File: config.mk
export PLATFORM = sky130hd
export DESIGN_NAME = iq_reader
export DESIGN_NICKNAME = d
export VERILOG_FILES = /design/src/rtl/iq_reader_pkg.sv /design/src/rtl/iq_skid_buf.sv /design/src/rtl/iq_reader.sv
export SDC_FILE = /design/constraint.sdc
export NUM_CORES = 1
export LEC_CHECK = 0
export BUFFER_PORTS_ARGS = -buffer_cell sky130_fd_sc_hd__buf_2
export CAP_MARGIN = 20
export CORE_ASPECT_RATIO = 1.2
export CORE_UTILIZATION = 30
export DETAILED_ROUTE_END_ITERATION = 8
export PLACE_DENSITY = 0.51
export SETUP_SLACK_MARGIN = 0.1
export SLEW_MARGIN = 10
export SYNTH_ARGS = -nofsm -noshare
export SYNTH_HDL_FRONTEND = slang
export SYNTH_SLANG_ARGS = --single-unit
File: constraint.sdc
create_clock -name r_clk -period 4.5 [get_ports r_clk]
set_input_delay 0.225 -clock r_clk [delete_from_list [all_inputs] [get_ports r_clk]]
set_output_delay 0.225 -clock r_clk [all_outputs]
set_load 0.02 [all_outputs]
File: src/rtl/iq_reader_pkg.sv
// rtl/iq_reader_pkg.sv - shared widths and helpers for the instruction-queue reader
package iq_reader_pkg;

  localparam int IQ_IWIDTH = 32;
  localparam int IQ_DEPTH  = 4;
  localparam int IQ_SEQW   = 6;

  // Number of slots decode takes this cycle: 0, 1 or 2.
  function automatic logic [1:0] pop_amount(input logic ready, input logic v0, input logic v1);
    return ready ? ({1'b0, v0} + {1'b0, v1}) : 2'd0;
  endfunction

endpackage

File: src/rtl/iq_skid_buf.sv
// rtl/iq_skid_buf.sv - circular buffer with one write port and a two-entry read window
module iq_skid_buf
  import iq_reader_pkg::*;
#(
  parameter int IWIDTH = IQ_IWIDTH,
  parameter int SEQW   = IQ_SEQW,
  parameter int DEPTH  = IQ_DEPTH,
  localparam int PW    = $clog2(DEPTH),
  localparam int CW    = $clog2(DEPTH + 1)
) (
  input  logic              clk_i,
  input  logic              rst_i,
  input  logic              flush_i,
  input  logic              wr_en_i,
  input  logic [IWIDTH-1:0] wr_instr_i,
  input  logic [SEQW-1:0]   wr_seq_i,
  input  logic [1:0]        pop_i,
  output logic              valid0_o,
  output logic              valid1_o,
  output logic [IWIDTH-1:0] instr0_o,
  output logic [IWIDTH-1:0] instr1_o,
  output logic [SEQW-1:0]   seq0_o,
  output logic [SEQW-1:0]   seq1_o,
  output logic [CW-1:0]     count_o
);

  logic [IWIDTH-1:0] instr_mem_q [DEPTH];
  logic [SEQW-1:0]   seq_mem_q   [DEPTH];
  logic [PW-1:0]     rd_ptr_q, rd_ptr_d, wr_ptr_q, wr_ptr_d, rd_ptr1;
  logic [CW-1:0]     count_q, count_d;

  always_comb begin
    rd_ptr_d = rd_ptr_q;
    wr_ptr_d = wr_ptr_q;
    count_d  = count_q;
    if (flush_i) begin
      rd_ptr_d = '0;
      wr_ptr_d = '0;
      count_d  = '0;
    end else begin
      rd_ptr_d = rd_ptr_q + PW'(pop_i);
      wr_ptr_d = wr_ptr_q + PW'(wr_en_i);
      count_d  = count_q + CW'(wr_en_i) - CW'(pop_i);
    end
  end

  always_ff @(posedge clk_i) begin
    if (rst_i) begin
      rd_ptr_q <= '0;
      wr_ptr_q <= '0;
      count_q  <= '0;
    end else begin
      rd_ptr_q <= rd_ptr_d;
      wr_ptr_q <= wr_ptr_d;
      count_q  <= count_d;
    end
  end

  // Storage needs no reset: occupancy alone decides what is visible.
  always_ff @(posedge clk_i) begin
    if (wr_en_i) begin
      instr_mem_q[wr_ptr_q] <= wr_instr_i;
      seq_mem_q[wr_ptr_q]   <= wr_seq_i;
    end
  end

  assign rd_ptr1  = rd_ptr_q + PW'(1);
  assign valid0_o = (count_q != '0);
  assign valid1_o = (count_q >= CW'(2));
  assign instr0_o = valid0_o ? instr_mem_q[rd_ptr_q] : '0;
  assign instr1_o = valid1_o ? instr_mem_q[rd_ptr1]  : '0;
  assign seq0_o   = valid0_o ? seq_mem_q[rd_ptr_q]   : '0;
  assign seq1_o   = valid1_o ? seq_mem_q[rd_ptr1]    : '0;
  assign count_o  = count_q;

endmodule

File: src/rtl/iq_reader.sv
// rtl/iq_reader.sv - pops the instruction queue and presents two tagged slots to decode
module iq_reader
  import iq_reader_pkg::*;
#(
  parameter int IWIDTH = IQ_IWIDTH,
  parameter int DEPTH  = IQ_DEPTH,
  parameter int SEQW   = IQ_SEQW,
  localparam int CW    = $clog2(DEPTH + 1)
) (
  input  logic              r_clk,
  input  logic              r_rst,
  input  logic              r_i_iq_empty,
  output logic              r_o_iq_re,
  input  logic [IWIDTH-1:0] r_i_iq_instr,
  input  logic              r_i_flush,
  input  logic              r_i_ready,
  output logic              r_o_valid0,
  output logic              r_o_valid1,
  output logic [IWIDTH-1:0] r_o_instr0,
  output logic [IWIDTH-1:0] r_o_instr1,
  output logic [SEQW-1:0]   r_o_seq0,
  output logic [SEQW-1:0]   r_o_seq1,
  output logic [CW-1:0]     r_o_count
);

  logic            inflight_q, inflight_d;
  logic [SEQW-1:0] seq_q, seq_d;
  logic [CW:0]     used;
  logic            credit_ok;
  logic            capture;
  logic [1:0]      pop;

  // Credit counts the word still in flight so a full buffer never overflows;
  // a pop in this cycle deliberately does not count.
  assign used      = {1'b0, r_o_count} + (CW + 1)'(inflight_q);
  assign credit_ok = (used < (CW + 1)'(DEPTH));
  assign r_o_iq_re = !r_i_iq_empty && !r_i_flush && !r_rst && credit_ok;
  assign capture   = inflight_q && !r_i_flush;
  assign pop       = pop_amount(r_i_ready, r_o_valid0, r_o_valid1);

  always_comb begin
    inflight_d = r_o_iq_re;
    seq_d      = seq_q;
    if (capture) begin
      seq_d = seq_q + SEQW'(1);
    end
  end

  // The tag counter survives flush so tags stay unique across it.
  always_ff @(posedge r_clk) begin
    if (r_rst) begin
      inflight_q <= 1'b0;
      seq_q      <= '0;
    end else begin
      inflight_q <= inflight_d;
      seq_q      <= seq_d;
    end
  end

  iq_skid_buf #(
    .IWIDTH (IWIDTH),
    .SEQW   (SEQW),
    .DEPTH  (DEPTH)
  ) u_buf (
    .clk_i      (r_clk),
    .rst_i      (r_rst),
    .flush_i    (r_i_flush),
    .wr_en_i    (capture),
    .wr_instr_i (r_i_iq_instr),
    .wr_seq_i   (seq_q),
    .pop_i      (pop),
    .valid0_o   (r_o_valid0),
    .valid1_o   (r_o_valid1),
    .instr0_o   (r_o_instr0),
    .instr1_o   (r_o_instr1),
    .seq0_o     (r_o_seq0),
    .seq1_o     (r_o_seq1),
    .count_o    (r_o_count)
  );

endmodule

==> results of run 1 <==
==> synth_stat cells (2+ instances only) <==
cell type | instances | share of area [%]
xor2_1 | 2 | 0.23
mux4_2 | 76 | 22
clkbuf_1 | 7 | 0.34
and2_1 | 41 | 3.4
dfxtp_1 | 14 | 3.7
ha_1 | 5 | 0.82
mux2i_1 | 2 | 0.26
a21oi_1 | 2 | 0.13
nand4_1 | 2 | 0.16
buf_2 | 12 | 0.79
nand2b_1 | 2 | 0.16
edfxtp_1 | 152 | 60
buf_6 | 2 | 0.30
nand2_1 | 11 | 0.54
nor2_1 | 8 | 0.39
buf_12 | 2 | 0.53
nor2b_1 | 40 | 3.3
xnor2_1 | 4 | 0.46
buf_4 | 3 | 0.30
a31oi_1 | 2 | 0.16
nor3_1 | 4 | 0.26
mux2_2 | 2 | 0.30
==> flip-flops by register name, summed over array words and instances, names as in the netlist <==
signal             flops
u_buf.count_o          3
inflight_q             1
seq_q                  6
u_buf.instr_mem_q    128
u_buf.rd_ptr_q         2
u_buf.seq_mem_q       24
u_buf.wr_ptr_q         2
==> final cells by class <==
class	count	area (um2)	area share (%)
clock buffer	17	425	4.54
clock inverter	15	135	1.44
inverter	2	7.51	0.0801
multi-input combinational	213	2620	28.0
sequential	166	4850	51.7
tap	325	407	4.34
timing repair buffer	150	928	9.90
==> worst max-delay path: stages (launching register included) <==
cell     delay (ns)
dfxtp_1        0.35
or2_2          0.69
nor2_4         0.21
inv_1          0.07
ha_1           0.29
nand2_1        0.13
or2_2          0.15
nand2_1        0.05
ha_1           0.19
fa_1           0.37
xnor2_1        0.20
xnor2_1        0.14
nor3_1         0.06
==> power by group through the flow <==
| stage | sequential, uW | combinational [uW] | clock (uW) |
|---|---|---|---|
| after CTS | 1830 | 1340 | 1420 |
| after floorplan | 1760 | 1010 | 0 |
| after detailed placement | 1870 | 1320 | 0 |
| after global placement | 1860 | 1310 | 0 |
| final | 1780 | 1360 | 1380 |
| after global routing | 1800 | 1470 | 1480 |
==> logic make-up after synthesis <==
| kind of cell | after synthesis |
|---|---|
| adders and majority gates | 6 |
| buffers and inverters | 29 |
| muxes | 80 |
| xor gates and xnor gates | 6 |
| AOI/OAI and AO/OA | 5 |
| and+or+nand+nor | 116 |
| DFF | 166 |
==> placed cells by master (no fill, tap or decap), types with 2 or more instances in the layout <==
| cell type | Yosys | layout |
|---|---|---|
| edfxtp_1 | 152 | 152 |
| buf_2 | 12 | 118 |
| mux4_2 | 76 | 76 |
| and2_1 | 41 | 41 |
| nor2b_1 | 40 | 40 |
| dlygate4sd3_1 | 0 | 24 |
| clkbuf_16 | 0 | 17 |
| dfxtp_1 | 14 | 12 |
| nand2_1 | 11 | 11 |
| inv_6 | 0 | 7 |
| nor2_1 | 8 | 6 |
| ha_1 | 5 | 5 |
| buf_4 | 3 | 5 |
| xnor2_1 | 4 | 4 |
| inv_8 | 0 | 4 |
| nor3_1 | 4 | 3 |
| buf_12 | 2 | 3 |
| nand2b_1 | 2 | 2 |
| or2_2 | 1 | 2 |
| nor2_4 | 0 | 2 |
| a31oi_1 | 2 | 2 |
| a21oi_1 | 2 | 2 |
| nand4_1 | 2 | 2 |
| mux2_2 | 2 | 2 |
| mux2i_1 | 2 | 2 |
| xor2_1 | 2 | 2 |
| clkinvlp_4 | 0 | 2 |
| dfxtp_4 | 0 | 2 |
==> path summary, 6_finish.rpt <==
kind	endpoint	slack (ns)	cells after the start
hold reg to reg	inflight_q	0.53	1
setup / recovery	u_buf.count_o[2]	1.47	12
hold / removal	u_buf.instr_mem_q[1][17]	0.03	1
setup reg to reg	u_buf.count_o[2]	1.47	12
==> stage by stage <==
stage	power (uW)	hold slack, ns
final	4520	0.0256
after floorplan	2780	0.302
after detailed placement	3180	0.440
after global placement	3170	0.434
after CTS	4590	0.00250
after global routing	4750	0.00904
==> layer usage <==
metal / GRT usage [%] / vias to the layer above
met5: 0 / -
met4: 4.47 / 2
met3: 3.45 / 17
met2: 24.4 / 88
met1: 16.0 / 2243
li1: - / 1914
==> what timing repair did <==
item / in CTS / in global routing
hold buffers: 24 / 0
resized for setup: 0 / 0
hold endpoints to repair: 96 / 0
==> flow_metrics.tcl, run 1 <==
set metrics [dict create \
    routed.top_layer "met5" \
    clock-sinks 166 \
    place_area_um2 8540 \
    min_path_type "in2reg" \
    path_class "reg2reg" \
    finalSetupViolations 0 \
    synthCells 408 \
    nets 593 \
    cts-root-buf "clkbuf_16" \
    crit_fanout 41 \
    die_h_um 177 \
    yosysUniqueCellTypes 35 \
    die_area_um2 26100 \
    hpwl_um 9980 \
    clk_latency_ns 0.43 \
    p_leak_uw 0.00326 \
    met1_length_um 7070 \
    vias_per_cell 4.80 \
    maxSlewHeadroom_pct 32.4 \
    status "completed" \
    fin_tns_setup_ns 0 \
    r2r-start "u_buf.count_o[1]" \
    ant_nets 0 \
    critPathLaunch "u_buf.count_o[1]" \
    maxCapViolCount 0 \
    tightest_slew_ns 1.01 \
    p_sw_share_pct 33.1 \
    grt_pass1_wl_um 26100 \
    avgSynthCellArea_um2 18.7 \
    seqPwrFrac_pct 39.4 \
    start_kind "flop" \
    hold_start "r_i_iq_instr[17]" \
    syn_to_final_growth_pct 23.0 \
    antenna_found_initial 1 \
    period_minus_slack_ns 3.03 \
    wl_met2_um 8830 \
    drive_gt1_share_pct 43.5 \
    synth_edf_count 152 \
    clk_pin_slew_ns 0.07 \
    post-route-util_pct 37.8 \
    clock_path_buffers 2 \
    synthesis.nets 451 \
    drc_errors 0 \
    async_flop_share_pct 0 \
    ys_ff_latch 166 \
    skew_ns 0.00971 \
    place_inst 830 \
    synth-main-ff-cell "edfxtp_1" \
    wl_per_cell_um 18.9 \
    grt_pass1_vias 4656 \
    final_cell_area_um2 9380 \
    clockPowerShare_pct 30.5 \
    p_switching_uw 1500 \
    drt-pass1-iter-count 4 \
    fin_crit_sh_pct 67.4 \
    synthAdderAreaFrac_pct 1.08 \
    synth_seq_area_share_pct 63.6 \
    die_x_um 148 \
    num_rows 63 \
    synth_compound_area_share_pct 0.394 \
    track_usage_pct 13.7 \
    n_antenna_cell 0 \
    met3WireLength_um 639 \
    via_count 4264 \
    grt_max_degree 79 \
    end_kind "flop" \
    layout_setup_ws_ns 1.47 \
    cts_tree "built" \
    synth_top_family_by_area "multiplexers" \
    pwr-share-comb_pct 30.1 \
    worstPathArrival_ns 3.35 \
    p_int_uw 3020 \
    coreArea_um2 24800 \
    synthXorXnorAreaFrac_pct 0.689 \
    first_iter_violations 226 \
    wl_um 16800 \
    h-tree-depth 4 \
    yosysWarnings 0 \
    power.density_nw_per_um2 482 \
    gp_congestion 0.701 \
    numCtsBuffers 17 \
    stdcell_count 888 \
    synth_mux_area_share_pct 23.0 \
    post_cts_buffers 0 \
    portBuffers 118 \
    start_util_pct 30.7 \
    cp_data_required_time_ns 4.81 \
    syn-cell-area_um2 7620 \
    fillers 2328 \
    globalRouteOverflowTotal 0 \
    finalHoldViolations 0 \
    ios 119 \
    grt_setup_unrepaired "no" \
    synth_simple_gate_area_share_pct 8.86 \
    pre_cts_ws_ns 1.45 \
    max_freq_mhz 330 \
    irDropWorstVdd_mv 0.245 \
    drv_slew 0 \
]
Note: power is estimated with default switching activity, not from simulation.
==> run 2: changes to the inputs <==
clock period = 3.15 ns   (was 4.5 ns; I/O delays follow)
==> run 2 against run 1 <==
Against the previous run:
- first-iteration DRC count increased by 18%
- final area is 1.8% higher
- wire length increased by 3.2%
- clock-buffer cell count stayed put
- register-to-register slack worse by 1.0 ns
- hold slack better by 0.058 ns
- via count increased by 3.0%
- critical path type unchanged
- sequential share of layout area is 0.90 points lower
- setup slack got worse by 1.0 ns
- utilization grew 0.67 points
- clock power rose by 47%
==> flow_metrics.tcl, run 2 (synthesis results as in run 1) <==
set metrics [dict create \
    coreArea_um2 24800 \
    maxCapViolCount 0 \
    multi_input_area_um2 2630 \
    layout_setup_ws_ns 0.419 \
    end_kind "flop" \
    finalHoldViolations 0 \
    whs_ns 0.0838 \
    slowest_delay_ns 0.46 \
    die_h_um 177 \
    crit_buf_inv 1 \
    regMostFlops "u_buf.instr_mem_q" \
    globalRouteOverflowTotal 0 \
    cts_tree "built" \
    wl_per_cell_um 19.1 \
    portBuffers 118 \
    die_area_um2 26100 \
    drt-pass1-iter-count 4 \
    grt_pass1_vias 4754 \
    syn_to_final_growth_pct 25.2 \
    status "completed" \
    via_count 4392 \
    crit_fanout 13 \
    clk_pin_slew_ns 0.07 \
    die_x_um 148 \
    largest_reg_flops 128 \
    worstPathArrival_ns 3.04 \
    layout_commonest_cell "edfxtp_1" \
    path_class "reg2reg" \
    place_area_um2 8620 \
    hpwl_um 10900 \
    gp_congestion 0.719 \
    cts_resized 0 \
    drv_slew 0 \
    irDropWorstVdd_mv 0.313 \
    regArea_um2 4850 \
    wl_um 17300 \
    maxSlewHeadroom_pct 46.7 \
    cp_data_required_time_ns 3.46 \
    fin_crit_sh_pct 86.7 \
    top_regs "u_buf.instr_mem_q (128), u_buf.seq_mem_q (24), seq_q (6)" \
    ios 119 \
    clk_latency_ns 0.42 \
    tightest_slew_ns 0.800 \
    numCtsBuffers 17 \
    final_cell_area_um2 9540 \
    clock-sinks 166 \
    pre_cts_ws_ns 0.448 \
    clock_path_buffers 2 \
    p_leak_uw 0.00333 \
    first_iter_violations 267 \
    max_freq_mhz 366 \
    final_cell_mix "edfxtp_1 (152), buf_2 (118), mux4_2 (76)" \
    skew_ns 0.00987 \
    fillers 2337 \
    finalSetupViolations 0 \
    period_minus_slack_ns 2.73 \
    grt_setup_unrepaired "no" \
    start_kind "flop" \
    drc_errors 0 \
    vias_per_cell 4.85 \
    nets 609 \
    h-tree-depth 4 \
    cts-root-buf "clkbuf_16" \
    crit_slowest_cell "or2_2" \
    path_delay_family "simple AND/OR/NAND/NOR gates" \
    grt_pass1_wl_um 26300 \
    fin_tns_setup_ns 0 \
    power.density_nw_per_um2 685 \
    antenna_found_initial 1 \
    min_path_type "in2reg" \
    crit_chain "or2_2 > nor2_4 > inv_1 > ha_1 > nand2_1 > or2_2 > nand2_1 > ha_1 > fa_1 > xnor2_1 > xnor2_1 > nor3_1" \
    ant_nets 0 \
    num_rows 63 \
    grt_max_degree 57 \
    start_util_pct 30.7 \
    track_usage_pct 13.7 \
    drive_gt1_share_pct 43.0 \
]
-- run 2: changes by cell type in the layout (fill, tap and decap cells not counted), moves of 2 or more --
cell,delta
inv_6,-2
dlygate4sd3_1,+10
clkinv_1,+2
inv_8,-4
buf_4,+7
bufinv_16,+2
-- run 2: layer usage --
metal  track usage (%)  vias up  part of all wire (%)
met1              16.3     2321                    42
met5                 0        -                     0
met4              4.25        0                   1.2
li1                  -     1951                     -
met3              2.94       13                   3.6
met2              24.6      107                    53
-- run 2: cell type report --
| cell class | instances | share of cell area, % |
|---|---|---|
| sequential | 166 | 50.9 |
| multi-input combinational | 213 | 27.6 |
| timing repair buffer | 166 | 11.1 |
| clock buffer | 17 | 4.46 |
| tap | 325 | 4.26 |
| clock inverter | 15 | 1.60 |
| inverter | 2 | 0.0787 |
| antenna | 1 | 0.0262 |
-- run 2: final timing paths --
| check | startpoint | end | slack [ns] | cells after the start |
|---|---|---|---|---|
| setup / recovery | u_buf.count_o[1] | u_buf.count_o[2] | 0.42 | 12 |
| hold / removal | r_rst | seq_q[2] | 0.08 | 2 |
| setup reg to reg | u_buf.count_o[1] | u_buf.count_o[2] | 0.42 | 12 |
| hold reg to reg | inflight_q | inflight_q | 0.54 | 1 |
-- run 2: per-stage QoR --
step	std cells	util, %	power, uW
2_1_floorplan	408	-	3970
3_3_place_gp	838	34.7	4560
3_5_place_dp	838	34.7	4580
4_1_cts	904	38.4	6660
5_1_grt	905	38.4	6850
6_report	905	38.4	6530
-- run 2: timing repair --
item,CTS,global route
endpoints found under the hold margin,130,0
setup buffers,0,0
hold buffers,34,0
-- run 2: power by group --
part	leakage, uW	switching [uW]	internal, uW
clock	0.000276	862	1170
combinational	0.00156	1120	842
sequential	0.00149	103	2440
total	0.00333	2080	4450
-- run 2: worst reg2reg max path, cell delays in order, from the launching register on --
cell     delay [ns]
dfxtp_1        0.36
or2_2          0.46
nor2_4         0.14
inv_1          0.06
ha_1           0.29
nand2_1        0.12
or2_2          0.15
nand2_1        0.05
ha_1           0.18
fa_1           0.37
xnor2_1        0.22
xnor2_1        0.14
nor3_1         0.06
==> run 3: changes to the inputs <==
CORE_UTILIZATION = 40   (was 30)
HOLD_SLACK_MARGIN = 0.1   (was not set)
PLACE_DENSITY = 0.63   (was 0.51)
==> run 3 against run 2 <==
Against the previous run:
- clock power up 3%
- clock-buffer cell count up 2
- combinational power about the same
- final area down 0.62%
- final cell count down 8.2%
==> flow_metrics.tcl, run 3 (synthesis results as in run 1) <==
set metrics [dict create \
    r2r_cells 12 \
    tightest_slew_ns 0.933 \
    clock-sinks 166 \
    wl_per_cell_um 19.2 \
    fin_crit_sh_pct 83.4 \
    p_leak_uw 0.00336 \
    portBuffers 118 \
    largest_reg_flops 128 \
    crit_fanout 5 \
    layout_commonest_cell "edfxtp_1" \
    drt-pass1-iter-count 4 \
    gp_congestion 0.747 \
    final_cell_mix "edfxtp_1 (152), buf_2 (118), mux4_2 (76)" \
    maxCapViolCount 0 \
    maxSlewHeadroom_pct 37.8 \
    p_int_uw 4600 \
    antenna_found_initial 0 \
    met3WireLength_um 781 \
    grt_pass1_vias 4689 \
    hold_start "r_i_ready" \
    met1_length_um 6430 \
    globalRouteOverflowTotal 0 \
    irDropWorstVdd_mv 0.761 \
    p_switching_uw 1980 \
    grt_setup_unrepaired "no" \
    drive_gt1_share_pct 42.1 \
    pre_cts_ws_ns 0.554 \
    drc_errors 0 \
    layout_setup_ws_ns 0.524 \
    grt_max_degree 68 \
    r2r-start "u_buf.count_o[1]" \
    p_sw_share_pct 30.1 \
    nets 610 \
    skew_ns 0.00633 \
    status "completed" \
    min_path_cells 4 \
    pwr-share-comb_pct 29.9 \
    wl_met2_um 8500 \
    post_cts_buffers 0 \
    routed.top_layer "met4" \
    vias_per_cell 5.17 \
    ios 119 \
    first_iter_violations 273 \
    start_util_pct 41.3 \
    slowest_delay_ns 0.38 \
    h-tree-depth 4 \
    die_x_um 128 \
    fin_tns_setup_ns 0 \
    hpwl_um 9960 \
    seqPwrFrac_pct 38.3 \
    path_delay_family "adder cells" \
    end_kind "flop" \
    rrSetupSlack_ns 0.52 \
    clk_pin_slew_ns 0.06 \
    via_count 4299 \
    worstPathArrival_ns 2.93 \
    num_rows 54 \
    finalSetupViolations 0 \
    crit_slowest_cell "fa_1" \
    max_freq_mhz 381 \
    clk_latency_ns 0.42 \
    syn_to_final_growth_pct 24.4 \
    cts_tree "built" \
    clock_path_buffers 2 \
    post-route-util_pct 51.4 \
    numCtsBuffers 17 \
    regMostFlops "u_buf.instr_mem_q" \
    crit_chain "or2_2 > nor2_4 > inv_1 > ha_1 > nand2_1 > or2_2 > nand2_1 > ha_1 > fa_1 > xnor2_1 > xnor2_1 > nor3_1" \
    top_regs "u_buf.instr_mem_q (128), u_buf.seq_mem_q (24), seq_q (6)" \
    ant_nets 0 \
    drv_slew 0 \
    die_area_um2 19600 \
    die_h_um 153 \
    crit_buf_inv 1 \
    min_path_type "in2reg" \
    wl_um 15900 \
    min_to "u_buf.rd_ptr_q[1]" \
    track_usage_pct 17.4 \
    period_minus_slack_ns 2.63 \
    coreArea_um2 18400 \
    path_class "reg2reg" \
    cp_data_required_time_ns 3.45 \
    power.density_nw_per_um2 693 \
    finalHoldViolations 0 \
    cts-root-buf "clkbuf_16" \
    n_antenna_cell 0 \
    clockPowerShare_pct 31.8 \
    grt_pass1_wl_um 25300 \
    start_kind "flop" \
    r2r_end "u_buf.count_o[2]" \
]
==> run 3: cell count changes in the layout (fill, tap and decap cells not counted), sizes merged <==
cell	previous run	this run
inv	6	1
clkinv	6	9
clkinvlp	3	0
bufinv	2	4
clkbuf	17	19
dlygate4sd3	34	36
buf	132	131
diode	1	0
==> run 3: worst max-delay path by stage <==
stage | start | endpoint | slack [ns] | depth (start not counted)
3_3_place_gp | u_buf.count_o[1] | u_buf.count_o[2] | 0.71 | 12
5_1_grt | u_buf.count_o[1] | u_buf.count_o[2] | 0.40 | 12
4_1_cts | u_buf.count_o[1] | u_buf.count_o[2] | 0.52 | 12
6_report | u_buf.count_o[1] | u_buf.count_o[2] | 0.52 | 12
3_5_place_dp | u_buf.count_o[1] | u_buf.count_o[2] | 0.55 | 12
2_1_floorplan | u_buf.count_o[1] | u_buf.count_o[2] | 0.24 | 13
==> run 3: layout make-up <==
cell class / instances / area (um2)
well taps: 252 / 315
multi-input cells: 213 / 2630
clock inverters: 12 / 160
clock buffers: 19 / 433
inverters: 2 / 7.51
flip-flops and latches: 166 / 4850
fillers: 1512 / 8960
repair buffers: 167 / 1080
==> run 3: metrics by stage <==
stage,total power (uW),hold WS [ns],cells,cell area [um2]
3_3_place_gp,4500,0.369,763,8500
2_1_floorplan,3970,0.235,408,7630
4_1_cts,6670,0.134,831,9480
3_5_place_dp,4540,0.377,764,8530
6_report,6580,0.153,831,9480
5_1_grt,6870,0.195,831,9480
==> run 3: worst reg2reg max path: cells and delay by family (launching register included) <==
family / cells / cell delay [ns]
xor gates and xnor gates: 2 / 0.39
adders and majority gates: 3 / 0.86
DFF: 1 / 0.35
buffers and inverters: 1 / 0.06
and+or+nand+nor: 6 / 0.85
==> run 3: layer usage <==
layer	GRT usage (%)	vias to the layer above
met5	0	-
met3	3.43	15
li1	-	1948
met4	5.94	0
met1	21.2	2218
met2	30.6	118
==> run 3: what timing repair did <==
action,in CTS,in global routing
hold buffers,36,0
endpoints found under the hold margin,136,0
gates resized for setup,0,0
==> run 3: power by group through the flow <==
stage | Clock, uW | Combinational, uW | Sequential [uW]
final | 2090 | 1970 | 2520
after global placement | 0 | 1940 | 2560
after global routing | 2210 | 2130 | 2530
after CTS | 2130 | 2020 | 2520
after floorplan | 0 | 1450 | 2520
after detailed placement | 0 | 1970 | 2560
